<file path="src/rtl/note_player.sv">
// Note sequencer consumer: requests a note with a next pulse, plays it as a square
// wave for its decoded length, keeps a short silent gap, then requests the following note.
module note_player #(
  parameter int CLK_HZ        = 50_000_000,
  parameter int UNIT_CYCLES   = 5_000_000,
  parameter int GAP_CYCLES    = 250_000,
  parameter int SETTLE_CYCLES = 2
) (
  input  logic       clk,
  input  logic       rst_n,
  input  logic       en,
  input  logic       stop,
  input  logic [3:0] note_in,
  input  logic [1:0] length_in,
  output logic       next,
  output logic       finish,
  output logic       tone,
  output logic       busy,
  output logic [3:0] cur_note
);

  localparam int HALF_C = CLK_HZ / (2 * 262);
  localparam int HALF_D = CLK_HZ / (2 * 294);
  localparam int HALF_E = CLK_HZ / (2 * 330);
  localparam int HALF_F = CLK_HZ / (2 * 349);
  localparam int HALF_G = CLK_HZ / (2 * 392);
  localparam int HALF_A = CLK_HZ / (2 * 440);
  localparam int HALF_B = CLK_HZ / (2 * 494);
  localparam int HP_W   = $clog2(HALF_C + 1);
  localparam int CNT_W  = $clog2(4 * UNIT_CYCLES + 1);

  typedef enum logic [1:0] {IDLE, SETTLE, PLAY, GAP} state_t;

  state_t            state;
  logic [CNT_W-1:0]  cnt;
  logic [HP_W-1:0]   hp_cnt;
  logic [HP_W-1:0]   half;

  // A half-period of zero marks a rest: the tone generator never runs.
  function automatic logic [HP_W-1:0] half_period(input logic [3:0] code);
    logic [HP_W-1:0] h;
    case (code)
      4'b0001:          h = HP_W'(HALF_C);
      4'b0010:          h = HP_W'(HALF_D);
      4'b0100:          h = HP_W'(HALF_E);
      4'b0101:          h = HP_W'(HALF_F);
      4'b0110:          h = HP_W'(HALF_G);
      4'b1000:          h = HP_W'(HALF_A);
      4'b0111, 4'b0011: h = HP_W'(HALF_B);
      default:          h = '0;
    endcase
    return h;
  endfunction

  // Audible part of the note; the gap takes the remainder of the last unit.
  function automatic logic [CNT_W-1:0] play_len(input logic [1:0] len);
    return CNT_W'((int'(len) + 1) * UNIT_CYCLES - GAP_CYCLES - 1);
  endfunction

  always_ff @(posedge clk or negedge rst_n) begin
    if (!rst_n) begin
      state    <= IDLE;
      cnt      <= '0;
      hp_cnt   <= '0;
      half     <= '0;
      next     <= 1'b0;
      finish   <= 1'b0;
      tone     <= 1'b0;
      busy     <= 1'b0;
      cur_note <= 4'd0;
    end else begin
      next   <= 1'b0;
      finish <= 1'b0;
      if (stop && state != IDLE) begin
        state    <= IDLE;
        cnt      <= '0;
        hp_cnt   <= '0;
        tone     <= 1'b0;
        busy     <= 1'b0;
        finish   <= 1'b1;
        cur_note <= 4'd0;
      end else begin
        case (state)
          IDLE: begin
            if (en && !stop) begin
              next  <= 1'b1;
              busy  <= 1'b1;
              cnt   <= CNT_W'(SETTLE_CYCLES - 1);
              state <= SETTLE;
            end
          end
          SETTLE: begin
            tone <= 1'b0;
            if (cnt == '0) begin
              cur_note <= note_in;
              half     <= half_period(note_in);
              hp_cnt   <= half_period(note_in) - 1'b1;
              cnt      <= play_len(length_in);
              state    <= PLAY;
            end else begin
              cnt <= cnt - 1'b1;
            end
          end
          PLAY: begin
            if (half != '0) begin
              if (hp_cnt == '0) begin
                tone   <= ~tone;
                hp_cnt <= half - 1'b1;
              end else begin
                hp_cnt <= hp_cnt - 1'b1;
              end
            end
            // The last-assigned tone wins, so the gap always starts silent.
            if (cnt == '0) begin
              tone  <= 1'b0;
              cnt   <= CNT_W'(GAP_CYCLES - 1);
              state <= GAP;
            end else begin
              cnt <= cnt - 1'b1;
            end
          end
          GAP: begin
            tone <= 1'b0;
            if (cnt == '0) begin
              if (en) begin
                next  <= 1'b1;
                cnt   <= CNT_W'(SETTLE_CYCLES - 1);
                state <= SETTLE;
              end else begin
                busy     <= 1'b0;
                cur_note <= 4'd0;
                state    <= IDLE;
              end
            end else begin
              cnt <= cnt - 1'b1;
            end
          end
          default: state <= IDLE;
        endcase
      end
    end
  end

endmodule
</file>
<file path="config.mk">
export PLATFORM = sky130hd
export DESIGN_NAME = note_player
export DESIGN_NICKNAME = d
export VERILOG_FILES = /design/src/rtl/note_player.sv
export SDC_FILE = /design/constraint.sdc
export NUM_CORES = 1
export LEC_CHECK = 0
export BUFFER_PORTS_ARGS = -buffer_cell sky130_fd_sc_hd__buf_2
export CAP_MARGIN = 20
export CORE_ASPECT_RATIO = 1.5
export CORE_UTILIZATION = 55
export DETAILED_ROUTE_END_ITERATION = 8
export GPL_TIMING_DRIVEN = 1
export PLACE_DENSITY_LB_ADDON = 0.3
export SYNTH_ARGS = -nofsm -noshare
export SYNTH_HDL_FRONTEND = slang
export SYNTH_SLANG_ARGS = --single-unit
</file>
<file path="constraint.sdc">
create_clock -name clk -period 3.8 [get_ports clk]
set_input_delay 0.76 -clock clk [delete_from_list [all_inputs] [get_ports clk]]
set_output_delay 0.76 -clock clk [all_outputs]
set_load 0.1 [all_outputs]
</file>
== Word level (Yosys, flattened, before mapping) ==
Memories as Yosys holds them, arrays and structs flattened. A register that Yosys moved wholly into a read port is not among the register bits.
Cells that the tools add are included.

* Output and inout port bits: 8
* Register bits: 52
* Bits in read-only memories: 544
* Memories kept: 2
* Bits of input ports: 10
* Word-level logic and storage cells: 96

* Multipliers: 1
* Reduce and logical (&&, ||, !) cells: 21
* Bitwise gates (word level): 2
* Eq/ne operators: 12
* Add/sub/neg operators: 7
* Mux-type cells: 43

{| class="wikitable"
|+ Memories
! memory !! words !! width !! read ports !! clocked after Yosys merged registers in !! wr ports !! RTL line !! text
|-
| (no name shown) || 16 || 17 || 1 || 1 || 0 || 42 || <nowiki>case (code)</nowiki>
|-
| (no name shown) || 16 || 17 || 1 || 0 || 0 || 42 ||
|}

{| class="wikitable"
|+ Operator list
! cell !! count
|-
| 25-bit 2-to-1 mux || 6
|-
| 17-bit 2-to-1 mux || 7
|-
| 25-bit one-hot mux with 4 select lines || 1
|-
| 17-bit by 1-bit subtractor with 17-bit output (second input constant) || 3
|-
| 17-bit one-hot mux with 2 select lines || 1
|-
| 25-bit zero test || 1
|-
| 25-bit by 1-bit subtractor with 25-bit output (second input constant) || 1
|-
| 25-bit by 18-bit subtractor with 25-bit output (second input constant) || 1
|-
| 25-bit by 2-bit subtractor with 25-bit output (second input constant) || 1
|-
| 3-bit by 17-bit multiplier with 19-bit output (second input constant) || 1
|-
| 3-bit inequality test (second input constant) || 6
|-
| 17-bit zero test || 1
|-
| 17-bit nonzero test || 1
|-
| 4-bit 2-to-1 mux || 4
|-
| 1-bit 2-to-1 mux || 14
|-
| 4-bit inequality test (second input constant) || 3
|-
| 4-bit AND reduction || 3
|-
| 3-bit nonzero test || 4
|-
| 2-bit 2-to-1 mux || 5
|-
| 3-bit AND reduction || 3
|-
| 2-bit one-hot mux with 4 select lines || 1
|-
| 4-bit one-hot mux with 2 select lines || 1
|-
| 1-bit one-hot mux with 2 select lines || 3
|-
| 2-bit == test (second input constant) || 2
|-
| 9 further kinds || 12
|}

== Longest topological paths before layout ==
Gate-level depths: netlist (run 1).

* Word-level depth: 8
* Mapped depth: 14
* Depth with buffers taken out: 13

== Worst setup path before layout (run 1) ==
No wires, ideal clock.

* Path type: input port to flip-flop
* Start point: in note_in[1]
* End point: reg hp_cnt[14]
* Data required time: 3.677 ns
* Path buffers: 1
* Arrival: 3.226 ns
* Path slack: 0.451 ns
* Setup time: 0.123 ns
* Cell stages on the path: 14
* Path through: inv_1 -> ha_1 -> xnor2_1 -> a22oi_1 -> nor2_1 -> a21o_1 -> nor2_1 -> ha_1 -> nand2_1 -> or4b_4 -> buf_6 -> a2111oi_4 -> xor2_1 -> o21ai_1

* Cells in the longest elaborated chain, start to end: 8

{| class="wikitable"
|+ RTL lines
! element !! RTL line !! text
|-
| start: declaration || 13 || <nowiki>input logic [3:0] note_in,</nowiki>
|-
| memory read 16 x 17 bit || -- ||
|-
| 17-bit 2-to-1 mux || 94 || <nowiki>if (cnt == '0) begin</nowiki>
|-
| 17-bit 2-to-1 mux || 83 || <nowiki>case (state)</nowiki>
|-
| 17-bit 2-to-1 mux || 74 || <nowiki>if (stop && state != IDLE) begin</nowiki>
|-
| 17-bit by 1-bit subtractor with 17-bit output || 97 || <nowiki>hp_cnt <= half_period(note_in) - 1'b1;</nowiki>
|-
| 17-bit 2-to-1 mux || 94 ||
|-
| 17-bit one-hot mux with 2 select lines || 83 ||
|-
| 17-bit 2-to-1 mux || 74 ||
|-
| end signal: assignment || 97 ||
|-
| end signal: assignment || 108 || <nowiki>hp_cnt <= half - 1'b1;</nowiki>
|-
| end signal: assignment || 110 || <nowiki>hp_cnt <= hp_cnt - 1'b1;</nowiki>
|-
| end: declaration || 36 || <nowiki>logic [HP_W-1:0] hp_cnt;</nowiki>
|}

Every way passes these cells. The select of a mux whose other input is x is not followed.
A chain may end at the register's enable or synchronous reset.

== Worst setup path after layout (run 1) ==
* Start point: in note_in[0]
* End point: reg hp_cnt[14]

Same word-level chain as after synthesis.

==> results of run 1 <==
-- cells in the final DEF (no fill, tap or decap), types with 8 or more instances in the layout --
cell       count
nand2b_1      10
clkbuf_16      9
xnor2_1       14
dfrtp_1       67
buf_2         17
mux2_2         9
buf_4         20
nor3_1        26
ha_1          20
nand2_1       73
inv_1         16
o31ai_1       14
a21oi_1       32
a31oi_1        8
o21ai_0       58
nor2_1        49
nor4_1        10
o21ai_1       13
-- flip-flops by register name, summed over array words and instances (netlist names) --
name      flops
tone          1
finish        1
busy          1
half         15
next          1
hp_cnt       17
state         2
cur_note      4
cnt          25
-- worst reg2reg max path: stages, from the launching register on --
cell,delay [ns]
dfrtp_1,0.41
inv_1,0.14
ha_1,0.49
inv_1,0.31
a311oi_1,0.30
a21oi_1,0.17
or4_1,0.71
nor4_1,0.35
xnor2_1,0.17
o21ai_1,0.07
-- logic make-up after synthesis --
group / Yosys count / share of synthesized area, %
AO/OA/AOI/OAI: 177 / 24.1
XOR/XNOR: 21 / 3.96
adder cells (fa/ha/maj): 20 / 5.39
buffers and inverters: 44 / 4.04
flip-flops: 67 / 36.1
multiplexers: 16 / 3.80
AND/OR/NAND/NOR: 213 / 22.6
-- power groups by stage --
stage | Combinational (mW) | Sequential (mW) | Clock, mW
6_report | 2.94 | 1.23 | 0.831
5_1_grt | 3.22 | 1.26 | 0.877
4_1_cts | 2.89 | 1.23 | 0.842
3_5_place_dp | 2.88 | 1.24 | 0
3_3_place_gp | 2.84 | 1.22 | 0
2_1_floorplan | 1.94 | 1.40 | 0
-- final timing paths --
| kind | from | end | slack (ns) | cells past startpoint |
|---|---|---|---|---|
| worst max-delay path | note_in[0] | hp_cnt[14] | 0.40 | 14 |
| worst min-delay path | rst_n | half[10] | 0.41 | 1 |
| worst max register to register | state[0] | hp_cnt[15] | 0.54 | 9 |
| worst min register to register | cnt[18] | cnt[18] | 0.48 | 2 |
| max in group asynchronous | rst_n | hp_cnt[14] | 2.65 | 2 |
| min in group clk | cnt[18] | cnt[18] | 0.48 | 2 |
-- through the flow --
| step | util [%] | area, µm² | std cells | power (mW) |
|---|---|---|---|---|
| floorplan | - | 4640 | 558 | 3.33 |
| global placement | 60.2 | 4880 | 672 | 4.06 |
| detailed placement | 60.2 | 4880 | 672 | 4.12 |
| CTS | 63.8 | 5170 | 688 | 4.96 |
| global route | 63.8 | 5170 | 688 | 5.36 |
| finish | 63.8 | 5170 | 688 | 5.00 |
-- cell type report --
cell class              count  area, µm²  area share, %
multi-input cells         447       2780           53.7
flip-flops and latches     67       1680           32.4
repair buffers             37        235           4.55
clock buffers               9        225           4.35
well taps                 105        131           2.54
clock inverters             7       68.8           1.33
inverters                  16       60.1           1.16
-- metal layers --
| layer | track usage [%] | vias to the layer above |
|---|---|---|
| met3 | 5.58 | 58 |
| met2 | 57.6 | 196 |
| met1 | 32.2 | 2104 |
| met5 | 0 | - |
| met4 | 23.4 | 0 |
| li1 | - | 2069 |
==> results.py, run 1 <==
metrics = {
    "run_status": {
        "status": "finished clean",
    },
    "place": {
        "place_congestion": 0.994,
        "pre_cts_ws_ns": 0.0549,
        "port_buffers": 17,
        "post-dp-hpwl_mm": 9.68,
    },
    "route": {
        "wirelength_mm": 12.9,
        "routed_via_density": 6.43,
        "wl_met3_um": 625,
        "drtPass1Iterations": 6,
        "drtAntennaViolNets": 0,
        "m1WireLength_mm": 4.65,
        "drt_iter0_markers": 358,
        "drc_errors": 0,
        "met2WireLength_mm": 6.85,
        "wire_per_inst_um": 18.8,
        "num_vias": 4427,
        "top_layer": "met4",
    },
    "cts": {
        "cts_buffers": 9,
        "hold_buffers": 0,
        "path_clk_slew_ns": 0.06,
        "cts-root-buf": "clkbuf_16",
        "postCtsSetupRepairBufs": 0,
        "cts_tree": "yes",
        "insertion_delay_ns": 0.34,
        "cts_max_path_buffers": 2,
        "cts.sinks": 67,
        "cts_resized": 0,
        "htree_levels": 3,
    },
    "sta": {
        "fin_crit_ns": 3.40,
        "clock_skew_ns": 0.00805,
        "slew_viol_final": 0,
        "tightest_slew_ns": 0.897,
        "hold_ws_ns": 0.414,
        "worst_slack_ns": 0.397,
        "fin_setup_tns_ns": 0,
        "fin_crit_sh_pct": 89.6,
        "setup_viol": 0,
        "rsz0062_at_grt": "false",
        "fmax_mhz": 294,
        "relSlewSlack_pct": 39.5,
        "finalHoldViolCount": 0,
    },
    "power": {
        "clockPowerShare_pct": 16.6,
        "ir_drop_mv": 0.465,
        "combPwrFrac_pct": 58.8,
        "swShare_pct": 50.6,
        "p_leak_nw": 2.27,
        "internal_power_mw": 2.47,
        "powerDensity_nw_per_um2": 966,
        "pwr-share-seq_pct": 24.6,
        "power.switching_mw": 2.53,
    },
    "logic_synthesis": {
        "synthMostInstantiatedCell": "nand2_1",
        "syn_avg_cell_area_um2": 8.32,
        "synth_edf_count": 0,
        "async_reset_ff_share_pct": 100,
        "yosys.area.top_type_share_pct": 36.1,
        "dominantRegCellSynth": "dfrtp_1",
        "synth.net_count": 588,
        "ys_top_cells_by_area": "dfrtp_1 36%, o21ai_0 6.3%, nand2_1 5.9%, ha_1 5.4%, nor2_1 4.0%",
        "yosys.area.top_type": "dfrtp_1",
        "syn_area_um2": 4640,
        "synth-seq-area-share_pct": 36.1,
        "synth_common_cells": "73 x nand2_1, 67 x dfrtp_1, 58 x o21ai_0",
        "yosysUniqueCellTypes": 66,
        "yosys_warnings": 0,
        "ys_ff_latch": 67,
        "synth_cells": 558,
    },
    "cells_and_area": {
        "diodes": 0,
        "area_delta_synth_final_pct": 11.5,
        "fillCellCount": 742,
        "final_layout_size_suffix_gt1_share_pct": 12.9,
        "nNetsFinal": 608,
    },
    "worst_setup_path": {
        "worstSetupPathType": "primary input to flop",
        "cp_cell_sequence": "buf_2, inv_1, ha_1, xnor2_1, a22oi_1, nor2_1, a21o_1, nor2_1, ha_1, nand2_1, or4b_4, a2111oi_4, xor2_1, o21ai_1",
        "critPathCaptureType": "flop",
        "path_buf_inv": 2,
        "critPathMaxFanout": 8,
        "cp_data_arrival_time_ns": 3.60,
        "start_kind": "primary input",
        "critPathSlowestCell": "or4b_4",
        "critical_path.top_delay_family": "compound AO/OA/AOI/OAI gates",
        "cp.required_ns": 4.00,
        "slowest_delay_ns": 0.58,
    },
    "floorplan": {
        "std_cell_rows": 40,
        "ios": 18,
        "die_h_um": 115,
        "start_util_pct": 57.3,
        "die_area_um2": 8820,
        "die_w_um": 77.0,
        "core_area_um2": 8110,
    },
    "global_routing": {
        "antenna_found_initial": 0,
        "grt_usage_pct": 31.7,
        "grt_first_pass_wirelength_mm": 21.4,
        "grt_max_degree": 26,
        "grt_pass1_vias": 4331,
        "overflow": 0,
    },
    "min_path": {
        "min_path_type": "primary input to asynchronous set/reset pin",
    },
    "run": {
        "drv_cap": 0,
    },
}
(Power assumes the default switching activity.)
==> run 2: changes to the inputs <==
--- a/config.mk
+++ b/config.mk
@@ -13,4 +13,6 @@
 export GPL_TIMING_DRIVEN = 1
 export PLACE_DENSITY_LB_ADDON = 0.3
+export RECOVER_POWER = 50
+export REMOVE_ABC_BUFFERS = 1
 export SYNTH_ARGS = -nofsm -noshare
 export SYNTH_HDL_FRONTEND = slang
==> constraint.sdc (replaced) <==
create_clock -name clk -period 3.8 [get_ports clk]
set_input_delay 0.57 -clock clk [delete_from_list [all_inputs] [get_ports clk]]
set_output_delay 0.57 -clock clk [all_outputs]
set_load 0.1 [all_outputs]
==> run 2 against run 1 <==
Against the previous run: combinational power about the same; sequential share of layout area increased by 0.30 points; first-iteration DRC count decreased by 27%; wire length decreased by 0.82%; sequential power about the same; global-route usage decreased by 0.25 points; worst setup slack improved by 0.036 ns; die area unchanged; register-to-register slack got worse by 0.11 ns; via count decreased by 1.7%; clock-buffer cell count increased by 6; largest cell class unchanged; critical path depth decreased by 4.
==> results.py, run 2 (synthesis gave the netlist of run 1 again) <==
metrics = {
    "worst_setup_path": {
        "path_common_cell": "ha_1",
        "slowest_delay_ns": 0.61,
        "cp_data_arrival_time_ns": 3.57,
        "critPathSlowestCell": "or4b_4",
        "cp.required_ns": 4.00,
        "critPathMaxFanout": 19,
        "cp_cell_sequence": "inv_1, ha_1, o21ai_0, a31oi_1, ha_1, nand2_1, or4b_4, a2111oi_4, xor2_1, o21ai_1",
        "critical_path.top_delay_family": "compound AO/OA/AOI/OAI gates",
        "start_kind": "flop",
        "worstSetupPathType": "flop to flop",
        "critPathCaptureType": "flop",
        "path_buf_inv": 1,
    },
    "floorplan": {
        "start_util_pct": 57.3,
        "std_cell_rows": 40,
        "die_h_um": 115,
        "core_area_um2": 8110,
        "ios": 18,
        "die_w_um": 77.0,
        "die_area_um2": 8820,
    },
    "cells_and_area": {
        "largest_reg_flops": 25,
        "fin_cells": 681,
        "utilization_pct": 63.2,
        "final_cell_mix": "73 x nand2_1, 67 x dfrtp_1, 58 x o21ai_0, 49 x nor2_1, 32 x a21oi_1",
        "seqCellArea_um2": 1680,
        "final_layout_size_suffix_gt1_share_pct": 10.4,
        "nNetsFinal": 601,
        "largest-register": "cnt",
        "multi_input_area_um2": 2780,
        "fillCellCount": 730,
        "diodes": 0,
        "area_delta_synth_final_pct": 10.5,
        "layout_commonest_cell": "nand2_1",
        "largestRegisters": "cnt (25), hp_cnt (17), half (15)",
    },
    "global_routing": {
        "antenna_found_initial": 0,
        "grt_first_pass_wirelength_mm": 21.2,
        "overflow": 0,
        "grt_max_degree": 48,
        "grt_pass1_vias": 4332,
        "grt_usage_pct": 31.4,
    },
    "sta": {
        "clock_skew_ns": 0.00871,
        "setup_viol": 0,
        "fmax_mhz": 297,
        "tightest_slew_ns": 1.17,
        "fin_crit_sh_pct": 88.6,
        "hold_ws_ns": 0.433,
        "rsz0062_at_grt": "false",
        "worst_slack_ns": 0.433,
        "fin_crit_ns": 3.37,
        "relSlewSlack_pct": 21.8,
        "fin_setup_tns_ns": 0,
        "finalHoldViolCount": 0,
        "slew_viol_final": 0,
    },
    "power": {
        "p_leak_nw": 2.23,
        "ir_drop_mv": 0.550,
        "powerDensity_nw_per_um2": 977,
    },
    "min_path": {
        "min_path_type": "primary input to asynchronous set/reset pin",
    },
    "place": {
        "place_congestion": 0.972,
        "port_buffers": 17,
        "pre_cts_ws_ns": 0.154,
        "post-dp-hpwl_mm": 9.34,
        "placedCellCount": 665,
    },
    "route": {
        "drtAntennaViolNets": 0,
        "routed_via_density": 6.39,
        "wire_per_inst_um": 18.8,
        "wirelength_mm": 12.8,
        "num_vias": 4351,
        "drtPass1Iterations": 5,
        "drt_iter0_markers": 263,
        "drc_errors": 0,
    },
    "cts": {
        "postCtsSetupRepairBufs": 0,
        "hold_buffers": 0,
        "cts_buffers": 9,
        "cts.sinks": 67,
        "cts-root-buf": "clkbuf_16",
        "insertion_delay_ns": 0.34,
        "htree_levels": 3,
        "cts_max_path_buffers": 2,
        "path_clk_slew_ns": 0.06,
        "cts_tree": "yes",
        "cts_resized": 0,
    },
    "run_status": {
        "status": "finished clean",
    },
    "run": {
        "drv_cap": 0,
    },
}
run 2: cell count changes in the layout (fill, tap and decap cells not counted), sizes merged:
cell | before | now
clkbuf | 9 | 21
buf | 37 | 24
clkinvlp | 2 | 0
clkinv | 4 | 0
run 2: through the flow:
| step | area (µm²) | power, mW |
|---|---|---|
| after floorplan | 4510 | 3.25 |
| after global placement | 4830 | 4.02 |
| after detailed placement | 4830 | 4.09 |
| after CTS | 5140 | 4.99 |
| after global routing | 5130 | 5.35 |
| final | 5130 | 5.01 |
run 2: worst reg2reg max path: stages (launching register included):
cell	delay, ns
dfrtp_1	0.40
inv_1	0.15
ha_1	0.56
o21ai_0	0.19
a31oi_1	0.33
ha_1	0.25
nand2_1	0.11
or4b_4	0.61
a2111oi_4	0.36
xor2_1	0.18
o21ai_1	0.08
run 2: worst paths after layout:
| check | from | to | slack (ns) | depth (start not counted) |
|---|---|---|---|---|
| hold / removal | rst_n | cnt[11] | 0.43 | 1 |
| setup / recovery | state[0] | hp_cnt[14] | 0.43 | 10 |
| setup reg to reg | state[0] | hp_cnt[14] | 0.43 | 10 |
| hold reg to reg | cnt[18] | cnt[18] | 0.49 | 2 |
| min in group clk | cnt[18] | cnt[18] | 0.49 | 2 |
| max in group asynchronous | rst_n | cnt[18] | 1.63 | 2 |
run 2: routing by layer:
metal  track usage, %  part of all wire, %
met1             31.9                   36
met3             5.74                  4.2
met2             58.2                   54
met5                0                    0
met4             21.0                  5.4
run 2: report_power, final:
group | total, mW | switching (mW) | internal [mW]
Sequential | 1.23 | 0.256 | 0.975
Combinational | 2.91 | 1.95 | 0.966
Clock | 0.868 | 0.305 | 0.562
run 2: final cells by class:
type	instances	share of cell area (%)
multi-input cells	447	54.2
flip-flops and latches	67	32.7
clock buffers	15	5.42
repair buffers	30	3.39
well taps	105	2.56
inverters	16	1.17
clock inverters	1	0.586
==> run 3: changes to the inputs <==
RECOVER_POWER = 25   (was 50)
==> run 3 against run 2 <==
Against the previous run: register-to-register slack about the same; critical endpoint unchanged; die area unchanged; wire length decreased by 0.41%; critical path type unchanged; maximum frequency increased by 0.24%; highest routed layer unchanged.
==> results.py, run 3 (synthesis gave the netlist of run 1 again) <==
metrics = {
    "run_status": {
        "status": "finished clean",
    },
    "route": {
        "drc_errors": 0,
        "drtPass1Iterations": 5,
        "routed_via_density": 6.37,
        "drtAntennaViolNets": 0,
        "num_vias": 4340,
        "wire_per_inst_um": 18.7,
        "drt_iter0_markers": 288,
        "wirelength_mm": 12.8,
    },
    "sta": {
        "relSlewSlack_pct": 22.0,
        "fin_crit_sh_pct": 88.4,
        "fmax_mhz": 298,
        "fin_setup_tns_ns": 0,
        "fin_crit_ns": 3.36,
        "clock_skew_ns": 0.00796,
        "slew_viol_final": 0,
        "finalHoldViolCount": 0,
        "rsz0062_at_grt": "false",
        "tightest_slew_ns": 1.17,
        "setup_viol": 0,
    },
    "cells_and_area": {
        "largest_reg_flops": 25,
        "diodes": 0,
        "nNetsFinal": 601,
        "area_delta_synth_final_pct": 10.6,
        "final_cell_mix": "73 x nand2_1, 67 x dfrtp_1, 58 x o21ai_0, 49 x nor2_1, 32 x a21oi_1",
        "seqCellArea_um2": 1680,
        "layout_commonest_cell": "nand2_1",
        "largestRegisters": "cnt (25), hp_cnt (17), half (15)",
        "multi_input_area_um2": 2780,
        "final_layout_size_suffix_gt1_share_pct": 11.1,
        "largest-register": "cnt",
        "fillCellCount": 728,
    },
    "global_routing": {
        "grt.busiest_layer": "met2",
        "grt_first_pass_wirelength_mm": 21.2,
        "met3_usage_pct": 5.74,
        "grt_usage_pct": 31.4,
        "grt_pass1_vias": 4332,
        "met1_usage_pct": 31.9,
        "grt_max_degree": 48,
        "antenna_found_initial": 0,
        "met2_usage_pct": 58.2,
        "overflow": 0,
    },
    "floorplan": {
        "start_util_pct": 57.3,
        "core_area_um2": 8110,
        "die_w_um": 77.0,
        "die_area_um2": 8820,
        "ios": 18,
        "die_h_um": 115,
        "std_cell_rows": 40,
    },
    "worst_setup_path": {
        "start_kind": "flop",
        "cp_data_arrival_time_ns": 3.56,
        "timing.rr.end": "hp_cnt[14]",
        "cp.required_ns": 4.00,
        "r2r_slack_ns": 0.44,
        "reg2reg_from": "state[0]",
        "critPathMaxFanout": 19,
        "reg2regPathDepth": 10,
        "worstSetupPathType": "flop to flop",
        "critPathCaptureType": "flop",
    },
    "power": {
        "powerDensity_nw_per_um2": 977,
        "total_power_mw": 5.02,
        "ir_drop_mv": 0.549,
        "p_leak_nw": 2.24,
    },
    "cts": {
        "cts_resized": 0,
        "hold_buffers": 0,
        "cts_max_path_buffers": 2,
        "cts.sinks": 67,
        "path_clk_slew_ns": 0.06,
        "cts-root-buf": "clkbuf_16",
        "insertion_delay_ns": 0.34,
        "postCtsSetupRepairBufs": 0,
        "cts_buffers": 9,
        "cts_tree": "yes",
        "htree_levels": 3,
    },
    "run": {
        "drv_cap": 0,
    },
    "place": {
        "post-dp-hpwl_mm": 9.34,
        "port_buffers": 17,
        "place_congestion": 0.972,
    },
    "min_path": {
        "min_path_type": "primary input to asynchronous set/reset pin",
    },
}
-- run 3: cell types whose count changed in the layout (fill, tap and decap cells not counted) --
cell	delta
buf_2	+4
clkbuf_1	-4
-- run 3: power by group --
part	switching, mW	total [mW]	internal (mW)
Clock	0.306	0.869	0.562
Sequential	0.254	1.23	0.975
Combinational	1.95	2.92	0.970
Total	2.51	5.02	2.51
-- run 3: worst max-delay path by stage --
| stage | startpoint | end |
|---|---|---|
| floorplan | state[0] | hp_cnt[13] |
| CTS | state[0] | hp_cnt[14] |
| global route | state[0] | hp_cnt[15] |
| finish | state[0] | hp_cnt[14] |
| global placement | note_in[0] | hp_cnt[14] |
| detailed placement | note_in[1] | hp_cnt[14] |
-- run 3: worst max-delay path: stages, from the launching register on --
cell and delay (ns):
dfrtp_1 0.40, inv_1 0.15, ha_1 0.55, o21ai_0 0.19
a31oi_1 0.32, ha_1 0.25, nand2_1 0.11, or4b_4 0.61
a2111oi_4 0.36, xor2_1 0.18, o21ai_1 0.08
-- run 3: layout make-up --
cell class	instances	area share [%]
Clock inverter	1	0.585
Timing Repair Buffer	30	3.49
Tap cell	105	2.56
Multi-Input combinational cell	447	54.1
Sequential cell	67	32.7
Inverter	16	1.17
Clock buffer	15	5.41
-- run 3: stage by stage --
stage          worst slack (ns)  utilization [%]  cell area [µm²]  hold slack [ns]  std cells
4_1_cts                   0.457             63.3             5140            0.190        681
6_report                  0.441             63.3             5130            0.446        681
2_1_floorplan             0.497                -             4510            0.274        530
5_1_grt                   0.186             63.3             5130            0.514        681
3_5_place_dp              0.154             59.6             4830            0.478        665
3_3_place_gp              0.246             59.6             4830            0.474        665
-- run 3: routing by layer --
layer  vias up  part of all wire (%)
met1      2072                    37
met5         -                     0
met2       156                    53
met4         0                   5.8
li1       2053                     -
met3        59                   4.1
